**src/rtl/operand_fetch_if.sv**
```systemverilog
// Request, writeback and operand handshake bundle between the operand-fetch stage and its neighbours.
interface operand_fetch_if #(
    parameter int unsigned DATA_W = 16,
    parameter int unsigned ADDR_W = 3
);
    logic              req_valid;
    logic              req_ready;
    logic [ADDR_W-1:0] rn_addr;
    logic [ADDR_W-1:0] rm_addr;
    logic [1:0]        shift_in;
    logic              wr_en;
    logic [ADDR_W-1:0] wr_addr;
    logic [DATA_W-1:0] wr_data;
    logic              op_valid;
    logic              op_ready;
    logic [DATA_W-1:0] a_out;
    logic [DATA_W-1:0] b_out;
    logic [1:0]        shift_out;

    modport slave (
        input  req_valid, rn_addr, rm_addr, shift_in,
        input  wr_en, wr_addr, wr_data,
        input  op_ready,
        output req_ready, op_valid, a_out, b_out, shift_out
    );

    modport master (
        output req_valid, rn_addr, rm_addr, shift_in,
        output wr_en, wr_addr, wr_data,
        output op_ready,
        input  req_ready, op_valid, a_out, b_out, shift_out
    );
endinterface

```
**src/rtl/operand_fetch.sv**
```systemverilog
// Register file plus two-cycle operand fetch (Rn -> A, then Rm -> B) feeding the shifter/ALU
// through a valid/ready handshake.
module operand_fetch #(
    parameter int unsigned DATA_W = 16,
    parameter int unsigned NREGS  = 8,
    parameter int unsigned ADDR_W = 3
) (
    input  logic            clk,
    input  logic            rst_n,
    operand_fetch_if.slave  bus
);

    typedef enum logic [1:0] {
        IDLE   = 2'd0,
        READ_A = 2'd1,
        READ_B = 2'd2,
        HOLD   = 2'd3
    } state_t;

    state_t            state;
    state_t            next_state;
    logic              accept;
    logic [ADDR_W-1:0] rn_q;
    logic [ADDR_W-1:0] rm_q;
    logic [1:0]        sh_q;
    logic [ADDR_W-1:0] rd_addr;
    logic [DATA_W-1:0] rd_data;
    logic [DATA_W-1:0] rf [NREGS];

    // State register
    always_ff @(posedge clk or negedge rst_n) begin
        if (!rst_n) begin
            state <= IDLE;
        end else begin
            state <= next_state;
        end
    end

    // Next-state, accept decode and shared read port with write-through forwarding
    always_comb begin
        next_state = state;
        accept     = 1'b0;
        rd_addr    = rm_q;
        case (state)
            IDLE: begin
                accept = bus.req_valid && bus.req_ready;
                if (accept) next_state = READ_A;
            end
            READ_A: begin
                rd_addr    = rn_q;
                next_state = READ_B;
            end
            READ_B: next_state = HOLD;
            HOLD:   if (bus.op_ready) next_state = IDLE;
            default: next_state = IDLE;
        endcase
        if (bus.wr_en && (bus.wr_addr == rd_addr)) begin
            rd_data = bus.wr_data;
        end else begin
            rd_data = rf[rd_addr];
        end
    end

    // Register file write port, active in every state
    always_ff @(posedge clk or negedge rst_n) begin
        if (!rst_n) begin
            for (int i = 0; i < int'(NREGS); i++) rf[i] <= '0;
        end else if (bus.wr_en) begin
            rf[bus.wr_addr] <= bus.wr_data;
        end
    end

    // Request capture, operand registers and handshake flags
    always_ff @(posedge clk or negedge rst_n) begin
        if (!rst_n) begin
            rn_q          <= '0;
            rm_q          <= '0;
            sh_q          <= '0;
            bus.a_out     <= '0;
            bus.b_out     <= '0;
            bus.shift_out <= '0;
            bus.req_ready <= 1'b0;
            bus.op_valid  <= 1'b0;
        end else begin
            if (accept) begin
                rn_q <= bus.rn_addr;
                rm_q <= bus.rm_addr;
                sh_q <= bus.shift_in;
            end
            if (state == READ_A) bus.a_out <= rd_data;
            if (state == READ_B) begin
                bus.b_out     <= rd_data;
                bus.shift_out <= sh_q;
            end
            // Flags follow the state being entered so they line up with it
            bus.req_ready <= (next_state == IDLE);
            bus.op_valid  <= (next_state == HOLD);
        end
    end

endmodule

```
**src/flat_wrapper.sv**
```systemverilog
// flat-port wrapper written by rule: the top's interface ports become plain ports
module operand_fetch_flat 
#(
    parameter int unsigned DATA_W = 16,
    parameter int unsigned NREGS  = 8,
    parameter int unsigned ADDR_W = 3
)
  (clk, rst_n, bus_req_valid, bus_rn_addr, bus_rm_addr, bus_shift_in, bus_wr_en, bus_wr_addr, bus_wr_data, bus_op_ready, bus_req_ready, bus_op_valid, bus_a_out, bus_b_out, bus_shift_out);
  operand_fetch_if #(.DATA_W(DATA_W), .ADDR_W(ADDR_W)) bus_i ();
  input  logic clk;
  input  logic rst_n;
  input wire logic [$bits(bus_i.req_valid)-1:0] bus_req_valid;
  input wire logic [$bits(bus_i.rn_addr)-1:0] bus_rn_addr;
  input wire logic [$bits(bus_i.rm_addr)-1:0] bus_rm_addr;
  input wire logic [$bits(bus_i.shift_in)-1:0] bus_shift_in;
  input wire logic [$bits(bus_i.wr_en)-1:0] bus_wr_en;
  input wire logic [$bits(bus_i.wr_addr)-1:0] bus_wr_addr;
  input wire logic [$bits(bus_i.wr_data)-1:0] bus_wr_data;
  input wire logic [$bits(bus_i.op_ready)-1:0] bus_op_ready;
  output wire logic [$bits(bus_i.req_ready)-1:0] bus_req_ready;
  output wire logic [$bits(bus_i.op_valid)-1:0] bus_op_valid;
  output wire logic [$bits(bus_i.a_out)-1:0] bus_a_out;
  output wire logic [$bits(bus_i.b_out)-1:0] bus_b_out;
  output wire logic [$bits(bus_i.shift_out)-1:0] bus_shift_out;
  assign bus_i.req_valid = bus_req_valid;
  assign bus_i.rn_addr = bus_rn_addr;
  assign bus_i.rm_addr = bus_rm_addr;
  assign bus_i.shift_in = bus_shift_in;
  assign bus_i.wr_en = bus_wr_en;
  assign bus_i.wr_addr = bus_wr_addr;
  assign bus_i.wr_data = bus_wr_data;
  assign bus_i.op_ready = bus_op_ready;
  assign bus_req_ready = bus_i.req_ready;
  assign bus_op_valid = bus_i.op_valid;
  assign bus_a_out = bus_i.a_out;
  assign bus_b_out = bus_i.b_out;
  assign bus_shift_out = bus_i.shift_out;
  operand_fetch #(.DATA_W(DATA_W), .NREGS(NREGS), .ADDR_W(ADDR_W)) u_core (.clk(clk), .rst_n(rst_n), .bus(bus_i));
endmodule
```
**config.mk**
```make
export PLATFORM = sky130hd
export DESIGN_NAME = operand_fetch_flat
export DESIGN_NICKNAME = d
export VERILOG_FILES = /design/src/rtl/operand_fetch_if.sv /design/src/rtl/operand_fetch.sv /design/src/flat_wrapper.sv
export SDC_FILE = /design/constraint.sdc
export NUM_CORES = 1
export LEC_CHECK = 0
export ABC_CLOCK_PERIOD_IN_PS = 5300
export BUFFER_PORTS_ARGS = -buffer_cell sky130_fd_sc_hd__buf_4
export CORE_MARGIN = 2
export CORE_UTILIZATION = 60
export CTS_CLUSTER_SIZE = 10
export DETAILED_ROUTE_END_ITERATION = 8
export PLACE_DENSITY = 0.88
export SETUP_SLACK_MARGIN = 0.05
export SLEW_MARGIN = 20
export SYNTH_ARGS = -nofsm -noshare
export SYNTH_HDL_FRONTEND = slang
export SYNTH_SLANG_ARGS = --single-unit
```
**constraint.sdc**
```tcl
create_clock -name clk -period 5.3 [get_ports clk]
set_input_delay 0.265 -clock clk [delete_from_list [all_inputs] [get_ports clk]]
set_output_delay 0.265 -clock clk [all_outputs]
set_load 0.05 [all_outputs]
```
After elaboration in Yosys (flattened, before gate mapping)
Cells that the tools add are included.
- input port bits: 32
- word-level logic and storage cells: 44
- bits in registers: 174
- magnitude comparators: 3
- bitwise operators: 2
- mux-type cells: 12
- reductions and logical operators: 5
- equality and inequality tests: 5
- operator list (cell ; number):
    $bwmux 128 ; 1
    $mux 16 ; 4
    $bmux 16 s3 ; 1
    $demux 16 s3 ; 1
    $ge 4x4->1 const B ; 2
    $not 3->4 ; 2
    $pmux 2 s4 ; 1
    $eq 2x2->1 const B ; 3
    $logic_not 2->1 ; 2
    $lt 4x1->1 const B ; 1
    $mux 2 ; 2
    $eq 3x3->1 ; 1
    $logic_and 1x1->1 ; 3
    $mux 3 ; 1
    $eq 2x1->1 const B ; 1
    $mux 1 ; 1

Depth between registers and ports, before layout
- depth in word-level cells: 7
- depth in mapped cells: 9
- mapped depth without buffers: 5

Worst setup path after synthesis
No wires, ideal clock.
- path kind: reg-to-reg
- start point: reg u_core.state[1]
- end point: reg u_core.bus.b_out[10]
- period minus slack after synthesis: 1.947 ns
- path buffers: 4
- library setup time: 0.126 ns
- arrival time: 1.821 ns
- setup slack: 3.353 ns
- cell stages (with the launch flop): 10
- data required time: 5.174 ns
- path through: dfrtp_1 buf_6 nand2b_4 buf_8 mux2i_2 xor2_2 and4b_1 buf_4 buf_6 a221o_1
- cells in the longest elaborated chain, start to end: 7
- elaborated cells on any way between the ends: 10
- classes of those cells: eq/ne: 3; mux: 5; bitwise: 1; reduce/logical: 1
- ends and longest elaborated chain (what ; line ; RTL):
    start: declaration ; operand_fetch.sv:20 ; state_t state;
    start signal: assignment ; operand_fetch.sv:35 ; state <= next_state;
    $eq 2x1->1 ; operand_fetch.sv:44 ; case (state)
    $mux 3 ; operand_fetch.sv:44 ;
    $not 3->4 (not written as such) ; operand_fetch.sv:60 ; rd_data = rf[rd_addr];
    $bmux 16 s3 ; operand_fetch.sv:60 ;
    $mux 16 (not written as such) (2 in series) ; operand_fetch.sv:60 ;
    $mux 16 ; operand_fetch.sv:57 ; if (bus.wr_en && (bus.wr_addr == rd_addr)) begin
    end signal: assignment ; operand_fetch.sv:92 ; bus.b_out <= rd_data;
    end: declaration ; operand_fetch_if.sv:24 ; output req_ready, op_valid, a_out, b_out, shift_out
Parallel ways exist; a longest one is shown, timed or not. The select of a mux whose other input is x is not followed.
A chain may end at the register's enable or synchronous reset.

Final worst setup path
- start point: reg u_core.state[1]
- end point: reg u_core.bus.b_out[0]
Same word-level chain as after synthesis.

==> results.toml <==
[status]
outcome = "finished clean"

[setup_path]
cp.arrival_ns = 3.62
reg2reg_from = "u_core.state[1]"
worst_ep_required_time_ns = 5.67
crit_type = "reg -> reg"
endpoint_kind = "flip-flop"
crit_start = "u_core.state[1]"
cp_max_fo = 88
start_kind = "flip-flop"

[placed_design]
preCtsSetupSlack_ns = 2.215
hpwl_mm = 13.90
dp_cells = 1051
place.gp.congestion = 0.8470
port_buffers = 67

[global_route]
antenna_found_initial = 0
grt_pass1_wl_mm = 37.36
grt_pass1_vias = 6973
grt_usage_pct = 29.62
grt_max_degree = 89
overflow = 0

[layout]
mostFrequentLayoutCells = "dfrtp_1, mux2_2, nor2_1"
stdcell_count = 1084
fill_cells = 1022
fin_nets = 892
finalCoreUtilization_pct = 69.29
drive_gt1_share_pct = 30.70
diodes = 0
final_common_cell = "dfrtp_1"
syn_to_final_growth_pct = 12.70

[yosys]
ys.flop_type = "dfrtp_1"
syn-num-nets = 864
yosysTopAreaCell = "dfrtp_1"
synth_top_area_share_pct = 46.41
postSynthAreaPerCell_um2 = 11.28
synthArstFlopShare_pct = 100.0
yosysWarnings = 0
synthCells = 832
synth_area_um2 = 9381
yosysUniqueCellTypes = 35
ys_seq_elements = 174
ys_seq_area_share_pct = 46.41
synth.area.top_cells = "dfrtp_1, mux2_2, mux2i_1, nor2_1, nor3_1"
synth-edff-count = 0

[routing]
vias = 6913
drtIter0Drc = 595
detail-route-antenna-nets = 0
drt-pass1-iter-count = 7
drc = 0
viasPerCell = 6.377
finalWirelength_mm = 23.73
avgRoutedWirePerCell_um = 21.89

[die]
die_w_um = 129.0
coreArea_um2 = 15260
ios = 68
rows = 45
dieArea_um2 = 16650
start_util_pct = 61.48
die_h_um = 129.0

[timing]
maxSlewViolCount = 0
fmax_mhz = 308.4
fin_crit_ns = 3.243
holdWs_ns = 0.04849
rsz0062_at_grt = "no"
finClkSkew_ns = 0.009522
finalWorstSetupSlack_ns = 2.057
hold_viol_final = 0
fin_crit_sh_pct = 61.18
setup_viol = 0
fin_setup_tns_ns = 0
slew_headroom_pct = 30.50
worst_pin_slew_ns = 1.043

[flow_run]
drv_cap = 0

[power]
power_density_nw_per_um2 = 641.4
p_leak_nw = 4.750
peakVddDrop_mv = 0.4465

[clock_tree]
post_cts_buffers = 0
cts_made_buffers = 17
clock-sinks = 174
cts_max_path_buffers = 2
clk_pin_slew_ns = 0.06
clk_latency_ns = 0.44
cts_root_buffer = "clkbuf_16"
cts_repair_resize_count = 0
htreeDepth = 4
cts_tree = "done"

[worst_hold_path]
holdCritStartpoint = "bus_rm_addr[2]"
min_path_type = "in -> reg"
[logic make-up (layout without fill, tap and decap cells)]
logic type	Yosys count	count (layout)	synth area share (%)
AND/OR/NAND/NOR	270	270	14.12
AO/OA/AOI/OAI	41	41	4.668
XOR/XNOR	5	5	0.5469
flip-flops	174	174	46.41
buffers and inverters	77	118	4.121
multiplexers	265	265	30.13
[Yosys cell counts, types with 4 or more instances]
| cell type | count |
|---|---|
| dfrtp_1 | 174 |
| buf_1 | 17 |
| buf_6 | 5 |
| mux2_2 | 136 |
| mux2i_1 | 128 |
| inv_1 | 4 |
| a221o_1 | 32 |
| and2_1 | 33 |
| nand2_1 | 7 |
| nor2_1 | 129 |
| nor4_1 | 16 |
| clkbuf_1 | 13 |
| nor3_1 | 66 |
| a31oi_4 | 4 |
| buf_2 | 36 |
[metrics by stage]
step,total power [mW],instance area [µm²]
after floorplan,4.520,9382
after global placement,5.203,9906
after detailed placement,5.300,9906
after CTS,6.718,10570
after global routing,7.069,10570
final,6.781,10570
[cell type report]
| class | count | area, µm² | share of cell area, % |
|---|---|---|---|
| sequential | 174 | 4362 | 41.25 |
| multi-input combinational | 581 | 4653 | 44.01 |
| timing repair buffer | 82 | 621.8 | 5.882 |
| clock inverter | 11 | 176.4 | 1.669 |
| inverter | 4 | 15.01 | 0.1420 |
| clock buffer | 21 | 480.5 | 4.544 |
| tap | 211 | 264.0 | 2.497 |
[power breakdown]
group | internal (mW) | total [mW] | leakage (nW) | switching, mW
Sequential | 1.73 | 2.22 | 2.10 | 0.495
Combinational | 1.31 | 3.18 | 2.33 | 1.86
Clock | 0.845 | 1.38 | 0.326 | 0.535
[metal layers]
layer  part of all wire [%]  track usage (%)  vias to the layer above  wire [µm]
met5                      0                0                        -          0
met4                    3.1            12.72                        0        727
met3                    7.5            6.895                       62       1784
met2                     49            48.33                      349      11600
met1                     41            38.29                     3466       9611
li1                       -                -                     3036          -
[sequential cells by signal, summed over array words and instances (netlist names)]
| signal | flops |
|---|---|
| u_core.bus.shift_out | 2 |
| u_core.rn_q | 3 |
| u_core.bus.a_out | 16 |
| u_core.bus.op_valid | 1 |
| u_core.rf | 128 |
| u_core.state | 2 |
| u_core.bus.req_ready | 1 |
| u_core.sh_q | 2 |
| u_core.rm_q | 3 |
| u_core.bus.b_out | 16 |
[critical path, stage by stage (launching register included)]
cell      delay [ns]
dfrtp_1         0.51
nand2b_4        0.69
a31oi_4         0.84
nor3_1          0.14
nor4_1          0.70
a221o_1         0.29
[worst paths after layout]
kind                                           end  slack, ns  cells past startpoint
hold reg to reg            u_core.bus.shift_out[0]       0.51                      1
setup / recovery               u_core.bus.b_out[0]       2.06                      5
hold / removal                      u_core.rm_q[2]       0.05                      3
min in group asynchronous           u_core.sh_q[1]       0.31                      2
max in group asynchronous            u_core.rf[88]       3.79                      3
setup reg to reg               u_core.bus.b_out[0]       2.06                      5
[what timing repair did]
action                                  CTS  global route
endpoints found under the setup margin    0             0
hold endpoints to repair                 42             0
hold buffers                              1             0
Power figures use the tool's default switching activity.
